### config.mk
export PLATFORM = sky130hd
export DESIGN_NAME = branch_resolve_unit_flat
export DESIGN_NICKNAME = d
export VERILOG_FILES = /design/src/rtl/branch_resolve_unit_if.sv /design/src/rtl/branch_resolve_unit.sv /design/src/flat_wrapper.sv
export SDC_FILE = /design/constraint.sdc
export NUM_CORES = 1
export LEC_CHECK = 0
export CORE_AREA = 2 2 129 181
export DETAILED_ROUTE_END_ITERATION = 6
export DIE_AREA = 0 0 131 183
export PLACE_DENSITY = 0.76
export SYNTH_ARGS = -nofsm -noshare
export SYNTH_HDL_FRONTEND = slang
export SYNTH_SLANG_ARGS = --single-unit
### constraint.sdc
create_clock -name clk -period 2.9 [get_ports clk]
set_input_delay 0.29 -clock clk [delete_from_list [all_inputs] [get_ports clk]]
set_output_delay 0.29 -clock clk [all_outputs]
set_load 0.1 [all_outputs]
### src/rtl/branch_resolve_unit_if.sv
// rtl/branch_resolve_unit_if.sv - request/result/predictor/statistics bundle for the branch resolve unit
interface branch_resolve_unit_if #(
    parameter int WIDTH     = 32,
    parameter int BHT_DEPTH = 64,
    parameter int CNT_W     = 32
);
    localparam int IDX_W = $clog2(BHT_DEPTH);

    logic             in_valid;
    logic             in_ready;
    logic [3:0]       in_op;
    logic [WIDTH-1:0] in_d1;
    logic [WIDTH-1:0] in_d2;
    logic [IDX_W-1:0] in_idx;
    logic             in_pred;
    logic [IDX_W-1:0] pred_idx;
    logic             pred_taken;
    logic             out_valid;
    logic             out_ready;
    logic             out_taken;
    logic             out_mispredict;
    logic             out_illegal;
    logic [CNT_W-1:0] stat_branches;
    logic [CNT_W-1:0] stat_mispred;

    modport slave (
        input  in_valid, in_op, in_d1, in_d2, in_idx, in_pred, pred_idx, out_ready,
        output in_ready, pred_taken, out_valid, out_taken, out_mispredict, out_illegal,
               stat_branches, stat_mispred
    );

    modport master (
        output in_valid, in_op, in_d1, in_d2, in_idx, in_pred, pred_idx, out_ready,
        input  in_ready, pred_taken, out_valid, out_taken, out_mispredict, out_illegal,
               stat_branches, stat_mispred
    );
endinterface

### src/rtl/branch_resolve_unit.sv
// rtl/branch_resolve_unit.sv - registered branch compare with 2-bit BHT and statistics
module branch_resolve_unit #(
    parameter int WIDTH     = 32,
    parameter int BHT_DEPTH = 64,
    parameter int CNT_W     = 32
) (
    input  logic                 clk,
    input  logic                 reset_n,
    branch_resolve_unit_if.slave bus
);
    localparam int IDX_W = $clog2(BHT_DEPTH);
    localparam logic [CNT_W-1:0] CNT_ONE = {{(CNT_W-1){1'b0}}, 1'b1};

    typedef enum logic {S_EMPTY, S_FULL} state_t;

    state_t           r_state;
    state_t           w_state_nxt;
    logic             r_taken;
    logic             r_mispred;
    logic             r_illegal;
    logic             r_branch;
    logic [IDX_W-1:0] r_idx;
    logic [CNT_W-1:0] r_stat_br;
    logic [CNT_W-1:0] r_stat_mp;
    logic [1:0]       r_bht [BHT_DEPTH];

    logic             w_in_ready;
    logic             w_accept;
    logic             w_consume;
    logic             w_taken;
    logic             w_illegal;
    logic             w_branch;
    logic             w_mispred;
    logic             w_eq;
    logic             w_d1_neg;
    logic             w_d1_zero;
    logic             w_lt_s;
    logic             w_lt_u;
    logic [1:0]       w_bht_cur;
    logic [1:0]       w_bht_nxt;

    assign w_in_ready = (r_state == S_EMPTY) || bus.out_ready;
    assign w_accept   = bus.in_valid && w_in_ready;
    assign w_consume  = (r_state == S_FULL) && bus.out_ready;

    always_comb begin
        w_state_nxt = r_state;
        case (r_state)
            S_EMPTY: if (w_accept) w_state_nxt = S_FULL;
            S_FULL:  if (w_consume && !w_accept) w_state_nxt = S_EMPTY;
            default: w_state_nxt = S_EMPTY;
        endcase
    end

    always_ff @(posedge clk or negedge reset_n) begin
        if (!reset_n) r_state <= S_EMPTY;
        else          r_state <= w_state_nxt;
    end

    assign w_eq      = (bus.in_d1 == bus.in_d2);
    assign w_d1_neg  = bus.in_d1[WIDTH-1];
    assign w_d1_zero = (bus.in_d1 == '0);
    assign w_lt_s    = ($signed(bus.in_d1) < $signed(bus.in_d2));
    assign w_lt_u    = (bus.in_d1 < bus.in_d2);

    always_comb begin
        w_taken   = 1'b0;
        w_illegal = 1'b0;
        w_branch  = 1'b1;
        case (bus.in_op)
            4'd0: w_branch = 1'b0;
            4'd1: w_taken  = w_eq;
            4'd2: w_taken  = !w_eq;
            4'd3: w_taken  = !w_d1_neg;
            4'd4: w_taken  = !w_d1_neg && !w_d1_zero;
            4'd5: w_taken  = w_d1_neg || w_d1_zero;
            4'd6: w_taken  = w_d1_neg;
            4'd7: w_taken  = w_lt_s;
            4'd8: w_taken  = w_lt_u;
            default: begin
                w_branch  = 1'b0;
                w_illegal = 1'b1;
            end
        endcase
    end

    // Non-branch ops never count as mispredicts regardless of the front-end guess.
    assign w_mispred = w_branch && (w_taken != bus.in_pred);

    always_ff @(posedge clk or negedge reset_n) begin
        if (!reset_n) begin
            r_taken   <= 1'b0;
            r_mispred <= 1'b0;
            r_illegal <= 1'b0;
            r_branch  <= 1'b0;
            r_idx     <= '0;
        end else if (w_accept) begin
            r_taken   <= w_taken;
            r_mispred <= w_mispred;
            r_illegal <= w_illegal;
            r_branch  <= w_branch;
            r_idx     <= bus.in_idx;
        end
    end

    assign w_bht_cur = r_bht[r_idx];
    always_comb begin
        w_bht_nxt = w_bht_cur;
        if (r_taken) begin
            if (w_bht_cur != 2'b11) w_bht_nxt = w_bht_cur + 2'd1;
        end else begin
            if (w_bht_cur != 2'b00) w_bht_nxt = w_bht_cur - 2'd1;
        end
    end

    // Training happens only when the consumer takes the result, so a reset drops it.
    always_ff @(posedge clk or negedge reset_n) begin
        if (!reset_n) begin
            for (int i = 0; i < BHT_DEPTH; i++) r_bht[i] <= 2'b01;
            r_stat_br <= '0;
            r_stat_mp <= '0;
        end else if (w_consume && r_branch) begin
            r_bht[r_idx] <= w_bht_nxt;
            r_stat_br    <= r_stat_br + CNT_ONE;
            if (r_mispred) r_stat_mp <= r_stat_mp + CNT_ONE;
        end
    end

    assign bus.in_ready       = w_in_ready;
    assign bus.pred_taken     = r_bht[bus.pred_idx][1];
    assign bus.out_valid      = (r_state == S_FULL);
    assign bus.out_taken      = r_taken;
    assign bus.out_mispredict = r_mispred;
    assign bus.out_illegal    = r_illegal;
    assign bus.stat_branches  = r_stat_br;
    assign bus.stat_mispred   = r_stat_mp;
endmodule
### src/flat_wrapper.sv
// flat-port wrapper written by rule: the top's interface ports become plain ports
module branch_resolve_unit_flat 
#(
    parameter int WIDTH     = 32,
    parameter int BHT_DEPTH = 64,
    parameter int CNT_W     = 32
)
  (clk, reset_n, bus_in_valid, bus_in_op, bus_in_d1, bus_in_d2, bus_in_idx, bus_in_pred, bus_pred_idx, bus_out_ready, bus_in_ready, bus_pred_taken, bus_out_valid, bus_out_taken, bus_out_mispredict, bus_out_illegal, bus_stat_branches, bus_stat_mispred);
  branch_resolve_unit_if #(.WIDTH(WIDTH), .BHT_DEPTH(BHT_DEPTH), .CNT_W(CNT_W)) bus_i ();
  input  logic clk;
  input  logic reset_n;
  input wire logic [$bits(bus_i.in_valid)-1:0] bus_in_valid;
  input wire logic [$bits(bus_i.in_op)-1:0] bus_in_op;
  input wire logic [$bits(bus_i.in_d1)-1:0] bus_in_d1;
  input wire logic [$bits(bus_i.in_d2)-1:0] bus_in_d2;
  input wire logic [$bits(bus_i.in_idx)-1:0] bus_in_idx;
  input wire logic [$bits(bus_i.in_pred)-1:0] bus_in_pred;
  input wire logic [$bits(bus_i.pred_idx)-1:0] bus_pred_idx;
  input wire logic [$bits(bus_i.out_ready)-1:0] bus_out_ready;
  output wire logic [$bits(bus_i.in_ready)-1:0] bus_in_ready;
  output wire logic [$bits(bus_i.pred_taken)-1:0] bus_pred_taken;
  output wire logic [$bits(bus_i.out_valid)-1:0] bus_out_valid;
  output wire logic [$bits(bus_i.out_taken)-1:0] bus_out_taken;
  output wire logic [$bits(bus_i.out_mispredict)-1:0] bus_out_mispredict;
  output wire logic [$bits(bus_i.out_illegal)-1:0] bus_out_illegal;
  output wire logic [$bits(bus_i.stat_branches)-1:0] bus_stat_branches;
  output wire logic [$bits(bus_i.stat_mispred)-1:0] bus_stat_mispred;
  assign bus_i.in_valid = bus_in_valid;
  assign bus_i.in_op = bus_in_op;
  assign bus_i.in_d1 = bus_in_d1;
  assign bus_i.in_d2 = bus_in_d2;
  assign bus_i.in_idx = bus_in_idx;
  assign bus_i.in_pred = bus_in_pred;
  assign bus_i.pred_idx = bus_pred_idx;
  assign bus_i.out_ready = bus_out_ready;
  assign bus_in_ready = bus_i.in_ready;
  assign bus_pred_taken = bus_i.pred_taken;
  assign bus_out_valid = bus_i.out_valid;
  assign bus_out_taken = bus_i.out_taken;
  assign bus_out_mispredict = bus_i.out_mispredict;
  assign bus_out_illegal = bus_i.out_illegal;
  assign bus_stat_branches = bus_i.stat_branches;
  assign bus_stat_mispred = bus_i.stat_mispred;
  branch_resolve_unit #(.WIDTH(WIDTH), .BHT_DEPTH(BHT_DEPTH), .CNT_W(CNT_W)) u_core (.clk(clk), .reset_n(reset_n), .bus(bus_i));
endmodule
==> results of run 1 <==
-- critical path, delay by kind of cell, from the launching register on --
kind                   cells  cell delay (ns)
multiplexers               3             1.42
flip-flops                 1             0.39
buffers and inverters      2             0.32
-- cells by family after synthesis --
family	count (synthesis)
DFF	203
buffers and inverters	86
and+or+nand+nor	339
muxes	134
adders and majority gates	36
xor gates and xnor gates	63
AOI/OAI and AO/OA	152
-- power by group through the flow --
| stage | clock (W) | combinational, W | sequential, W |
|---|---|---|---|
| 2_1_floorplan | 0 | 0.000980 | 0.00378 |
| 3_3_place_gp | 0 | 0.00199 | 0.00346 |
| 3_5_place_dp | 0 | 0.00203 | 0.00347 |
| 4_1_cts | 0.00298 | 0.00206 | 0.00343 |
| 5_1_grt | 0.00309 | 0.00228 | 0.00347 |
| 6_report | 0.00293 | 0.00214 | 0.00344 |
-- area by class of cell --
| cell class | count | area, um^2 |
|---|---|---|
| Fill cell | 1773 | 8290 |
| Timing Repair Buffer | 230 | 2180 |
| Sequential cell | 203 | 5160 |
| Clock buffer | 23 | 533 |
| Inverter | 41 | 154 |
| Multi-Input combinational cell | 724 | 5470 |
| Tap cell | 301 | 377 |
| Clock inverter | 15 | 206 |
-- metal layers --
layer | routed length [um] | GRT usage, %
met5 | 0 | 0
met4 | 1230 | 10.0
met3 | 1810 | 3.50
met2 | 15000 | 42.2
met1 | 11100 | 30.8
-- metrics by stage --
step	cells	hold slack, ns	utilization, %	power [W]
floorplan	1013	-0.00559	-	0.00476
global placement	1489	0.380	58.7	0.00545
detailed placement	1489	0.380	58.7	0.00550
CTS	1533	0.381	62.4	0.00847
global route	1537	0.377	62.9	0.00884
finish	1537	0.394	62.9	0.00850
-- cells in the final DEF, fill, tap and decap left out, drive strengths merged, types with 6 or more instances in the layout --
master,netlist,routed
mux2i,22,22
nand3,33,33
inv,40,41
clkinv,1,9
dfrtp,139,139
and2,10,10
clkbuf,21,25
nor2,34,34
buf,24,143
nor2b,6,6
nor4,12,12
clkdlybuf4s50,0,82
mux4,33,33
nand2,157,157
nand4,18,18
nand2b,7,7
and3,21,21
nor3,18,18
xnor2,47,47
o21ai,67,67
xor2,16,16
mux2,79,79
a21oi,36,36
ha,34,34
and4,7,7
dfstp,64,64
-- synthesized netlist by cell type (all sizes together), types with 12 or more instances --
| library cell | number | area share (%) |
|---|---|---|
| inv | 40 | 1.4 |
| nand2 | 157 | 5.4 |
| nand3 | 33 | 1.5 |
| mux2 | 79 | 8.3 |
| nand4 | 18 | 1.0 |
| xor2 | 16 | 1.3 |
| buf | 24 | 1.5 |
| o21ai | 67 | 3.1 |
| nor2 | 34 | 1.2 |
| ha | 34 | 3.9 |
| and3 | 21 | 1.2 |
| dfrtp | 139 | 32 |
| xnor2 | 47 | 3.7 |
| a21oi | 36 | 1.6 |
| mux2i | 22 | 2.0 |
| dfstp | 64 | 15 |
| nor3 | 18 | 0.82 |
| clkbuf | 21 | 0.72 |
| nor4 | 12 | 0.74 |
| mux4 | 33 | 6.8 |
-- worst paths after layout --
check	startpoint	end	slack [ns]	cells past startpoint
setup / recovery	u_core.r_bht[55]	bus_pred_taken	-0.009	5
hold / removal	bus_in_idx[2]	u_core.r_idx[2]	0.39	2
setup reg to reg	u_core.r_idx[1]	u_core.r_bht[81]	0	10
hold reg to reg	u_core.bus.stat_branches[31]	u_core.bus.stat_branches[31]	0.48	1
max in group asynchronous	reset_n	u_core.r_bht[60]	1.70	3
min in group asynchronous	reset_n	u_core.bus.out_illegal	0.40	2
-- registers in the layout (all words and copies together), names as in the netlist --
signal	cells
u_core.bus.out_valid	1
u_core.r_bht	128
u_core.r_branch	1
u_core.bus.out_mispredict	1
u_core.bus.stat_mispred	32
u_core.bus.stat_branches	32
u_core.r_idx	6
u_core.bus.out_illegal	1
u_core.bus.out_taken	1
-- timing repair --
item,4_1_cts,5_1_grt
pin swaps,3,5
endpoints found under the setup margin,72,129
buffers inserted,5,3
cloned,1,1
endpoints found under the hold margin,50,0
hold buffers,1,0
gates resized for setup,8,57
==> run summary, run 1 <==
HPWL after detailed placement: 21200 um
Clk pwr share: 34.4%
# setup viols final: 2
WL/cell: 18.9 um
placer congestion estimate: 0.945
Synthesized Nets: 1132
CP arrival: 2.62 ns
Gate Count Post-Synth: 1013
CTS Root Cell: clkbuf_16
Worst Tran Pin Value: 0.668 ns
fmax: 0.344 GHz
max-slew violations: 0
Die Width: 131 um
Avg Cell Area, Syn: 10.8 um^2
Max Root-Sink Buffers: 3
Leak: 6.31 nW
combinational fraction of design power: 25.1%
Vias/cell: 5.69
max-cap violation count: 0
setup_tns: -0.0115 ns
DR iter-0 viols: 566
synth warn: 0
critical path class: register to output pin
Netlist cell types: 62
CP max stage cell: mux4_2
WP data required: 2.61 ns
io pins: 155
share of flip-flops with an asynchronous set or reset: 100%
clk_lat worst skew: 0.50 ns
first-pass GRT wire length: 46300 um
Clock Skews: 0.0109 ns
Synth Area in XOR/XNOR: 5.02%
cts bufs inserted: 21
Die Y: 183 um
CP endpoint kind: output pin
Remaining DRCs: 0
initial antenna violation count: 0
Syn-to-layout area delta: 28.2%
run status: finished with violations
largest net degree at the start of global routing: 80
die area: 24000 um^2
Initial Util: 49.1%
register area share after synthesis: 47.0%
I/O Buffers: 154
P_sw: 0.00267 W
crit-path max FO: 2
number of nets in the layout: 1340
Main synth FF type: dfrtp_1
Adder-Cell Fraction of Synth Area: 4.10%
drt pass-1 iters: 4
vias in the first global route: 8934
Hold Fails Final Rpt: 0
grt ovf: 0
clk slew on worst S/H paths: 0.06 ns
CTS tree: built
Placed Area: 13100 um^2
share of layout cells above drive strength 1: 30.0%
Post-synth EDFFs: 0
PD cells: 604 nW/um^2
Final Cycle Share: 100%
Pint: 0.00583 W
#FFs+latches synth: 203
startpoint types: register
routed vias: 8752
most frequent CP cell: mux4_2
Finished Cell Area: 14100 um^2
mux share of post-synthesis cell area: 17.1%
Final ANT Viol Nets: 0
gr usage total: 24.5%
post-synth design cell area: 11000 um^2
Routed Wire Length: 29100 um
CP max stage delay: 0.51 ns
Compound-Gate Fraction of Synth Area: 8.41%
Slew HR: 55.5%
failing checks: setup timing
Core ar.: 22400 um^2
Clock H-tree levels: 1
setup ws final: -0.00927 ns
Peak VDD IR: 0.000359 V
Hold/Removal Path Class: input pin to register
Switching Share: 31.4%
unrepaired setup endpoints after global routing: true
largest family of logic cells by synthesized area: multiplexers
row cnt: 65
Diodes inserted: 0
simple-gate share of the synthesized area: 14.8%
Sink Count: 203
minimum clock period: 2.91 ns
post-place setup slack: -0.110 ns
CP cell instances: buf_6 -> mux4_2 -> mux4_2 -> mux4_2 -> buf_12
Seq pwr share: 40.4%
Note: power is estimated with default switching activity, not from simulation.
==> run 2, diff against run 1 <==
--- a/config.mk
+++ b/config.mk
@@ -8,6 +8,7 @@
 export CORE_AREA = 2 2 129 181
 export DETAILED_ROUTE_END_ITERATION = 6
 export DIE_AREA = 0 0 131 183
+export GPL_TIMING_DRIVEN = 0
 export PLACE_DENSITY = 0.76
 export SYNTH_ARGS = -nofsm -noshare
 export SYNTH_HDL_FRONTEND = slang
==> run 2 against run 1 <==
Final cell count is 0.39% lower; critical path depth is 4 higher; die area stayed put; setup slack got worse by 0.073 ns; clock power is 8.5% lower; clock skew fell by 0.0012 ns; routed wire length is 8.0% higher; the flow still finishes with violations (setup timing); core utilization is 1.1 points higher; highest routed layer unchanged.
==> run summary, run 2 (synthesis gave the netlist of run 1 again) <==
clk slew on worst S/H paths: 0.06 ns
clk_lat worst skew: 0.50 ns
combinational fraction of design power: 30.1%
Routed Wire Length: 31400 um
run status: finished with violations
Clock Skews: 0.00973 ns
Diodes inserted: 0
max-cap violation count: 0
Top reg by flops: u_core.r_bht
Die Y: 183 um
CTS tree: built
grt ovf: 0
CP max stage delay: 0.51 ns
FF-to-FF End: u_core.r_bht[118]
Seq pwr share: 39.1%
io pins: 155
Final Cycle Share: 103%
commonest non-fill, non-tap cell in the layout: nand2_1
gr usage total: 26.0%
drt pass-1 iters: 5
unrepaired setup endpoints after global routing: true
Worst Tran Pin Value: 1.01 ns
multi-input logic area: 5590 um^2
met3 Usage GRT: 4.73%
PD cells: 607 nW/um^2
largest net degree at the start of global routing: 124
R2R cell count: 9
P_sw: 0.00282 W
Clock H-tree levels: 1
worst hold margin: 0.407 ns
CP arrival: 3.41 ns
busiest grt layer: met2
share of layout cells above drive strength 1: 24.7%
Hold/Removal Path Class: input pin to register
max-slew violations: 0
Sink Count: 203
Max Root-Sink Buffers: 3
vias in the first global route: 9152
failing checks: setup timing
Leak: 6.12 nW
Initial Util: 49.1%
DR iter-0 viols: 711
WP data required: 3.33 ns
row cnt: 65
GR Layer Usage met1: 30.9%
post-place setup slack: -1.10 ns
cts bufs inserted: 20
HPWL after detailed placement: 22000 um
Finished Cell Area: 14300 um^2
Hold Fails Final Rpt: 0
I/O Buffers: 152
CP max stage cell: mux4_2
number of nets in the layout: 1335
Final Util: 64.1%
reg2reg setup slack: -0.08 ns
placer congestion estimate: 0.934
commonest non-fill, non-tap cells in the layout: 157 x nand2_1, 150 x clkdlybuf4s50_1, 136 x dfrtp_1, 66 x mux2_2, 64 x dfstp_2
Pint: 0.00588 W
CP cell instances: buf_6 -> mux4_2 -> a221o_1 -> a2111oi_4 -> nand4_1 -> maj3_4 -> buf_12 -> clkbuf_16 -> mux2_2
Fill cells: 1718
GR Util met2: 44.4%
crit-path max FO: 6
origin of the critical flop-to-flop path: u_core.r_idx[1]
initial antenna violation count: 0
setup ws final: -0.0821 ns
crit path from: u_core.r_idx[1]
Die Width: 131 um
crit path to: u_core.r_bht[118]
Vias/cell: 5.88
first-pass GRT wire length: 48400 um
routed vias: 9004
die area: 24000 um^2
CTS Root Cell: clkbuf_16
Remaining DRCs: 0
Clk pwr share: 30.8%
fmax: 0.335 GHz
minimum clock period: 2.98 ns
Peak VDD IR: 0.000426 V
Final ANT Viol Nets: 0
Slew HR: 32.2%
number of flip-flops in the largest register: 128
Switching Share: 32.4%
Syn-to-layout area delta: 30.4%
startpoint types: register
CP endpoint kind: register
Placed Area: 13000 um^2
register area: 5160 um^2
WL/cell: 20.5 um
# setup viols final: 65
critical path class: register to register
Core ar.: 22400 um^2
-- run 2: cell count changes in the layout (fill, tap and decap cells not counted), sizes merged --
cell / delta
clkinv: -7
buf: -94
maj3: +2
bufbuf: -1
bufinv: -4
clkbuf: +30
dlygate4sd2: -1
clkdlybuf4s50: +68
clkinvlp: +1
-- run 2: repair_timing --
item,CTS,global route
gates cloned,1,11
gates resized for setup,64,57
pin swaps,7,6
setup buffers,11,1
endpoints found under the hold margin,78,0
hold buffers,1,0
endpoints found under the setup margin,129,133
-- run 2: area by class of cell --
class,count,area share [%]
flip-flops and latches,203,36.0
multi-input cells,726,39.0
repair buffers,179,13.6
inverters,41,1.09
well taps,301,2.63
clock buffers,31,4.35
plain buffers,45,2.91
clock inverters,5,0.384
-- run 2: power by group through the flow --
| stage | clock network [W] | logic (W) | registers (W) |
|---|---|---|---|
| 2_1_floorplan | 0 | 0.000980 | 0.00378 |
| 3_3_place_gp | 0 | 0.00203 | 0.00342 |
| 3_5_place_dp | 0 | 0.00208 | 0.00344 |
| 4_1_cts | 0.00270 | 0.00227 | 0.00339 |
| 5_1_grt | 0.00283 | 0.00274 | 0.00343 |
| 6_report | 0.00268 | 0.00262 | 0.00340 |
-- run 2: worst min path at each step --
stage	startpoint	end	slack, ns	cells after the start
2_1_floorplan	reset_n	u_core.bus.out_illegal	-0.006	0
3_3_place_gp	u_core.bus.stat_branches[31]	u_core.bus.stat_branches[31]	0.46	1
4_1_cts	bus_in_idx[3]	u_core.r_idx[3]	0.41	2
6_report	bus_in_idx[3]	u_core.r_idx[3]	0.41	2
5_1_grt	bus_in_idx[3]	u_core.r_idx[3]	0.41	2
3_5_place_dp	reset_n	u_core.r_bht[21]	0.41	2
-- run 2: per-layer routing --
metal / vias up / wire length, um
met5: - / 0
met4: 0 / 2040
met3: 137 / 2660
met2: 456 / 15700
met1: 4378 / 11000
li1: 4033 / -
-- run 2: critical path, delay by kind of cell, from the launching register on --
kind	cells	cell delay, ns
AND/OR/NAND/NOR	1	0.17
AO/OA/AOI/OAI	2	0.76
buffers and inverters	3	0.47
multiplexers	2	0.77
adder cells (fa/ha/maj)	1	0.40
flip-flops	1	0.33
-- run 2: metrics by stage --
| step | TNS (ns) | total power [W] | std cells |
|---|---|---|---|
| 2_1_floorplan | -0.0298 | 0.00476 | 1013 |
| 3_3_place_gp | -1296.91 | 0.00545 | 1466 |
| 3_5_place_dp | -72.09 | 0.00551 | 1470 |
| 4_1_cts | -0.0836 | 0.00836 | 1519 |
| 5_1_grt | -5.93 | 0.00900 | 1531 |
| 6_report | -3.27 | 0.00870 | 1531 |
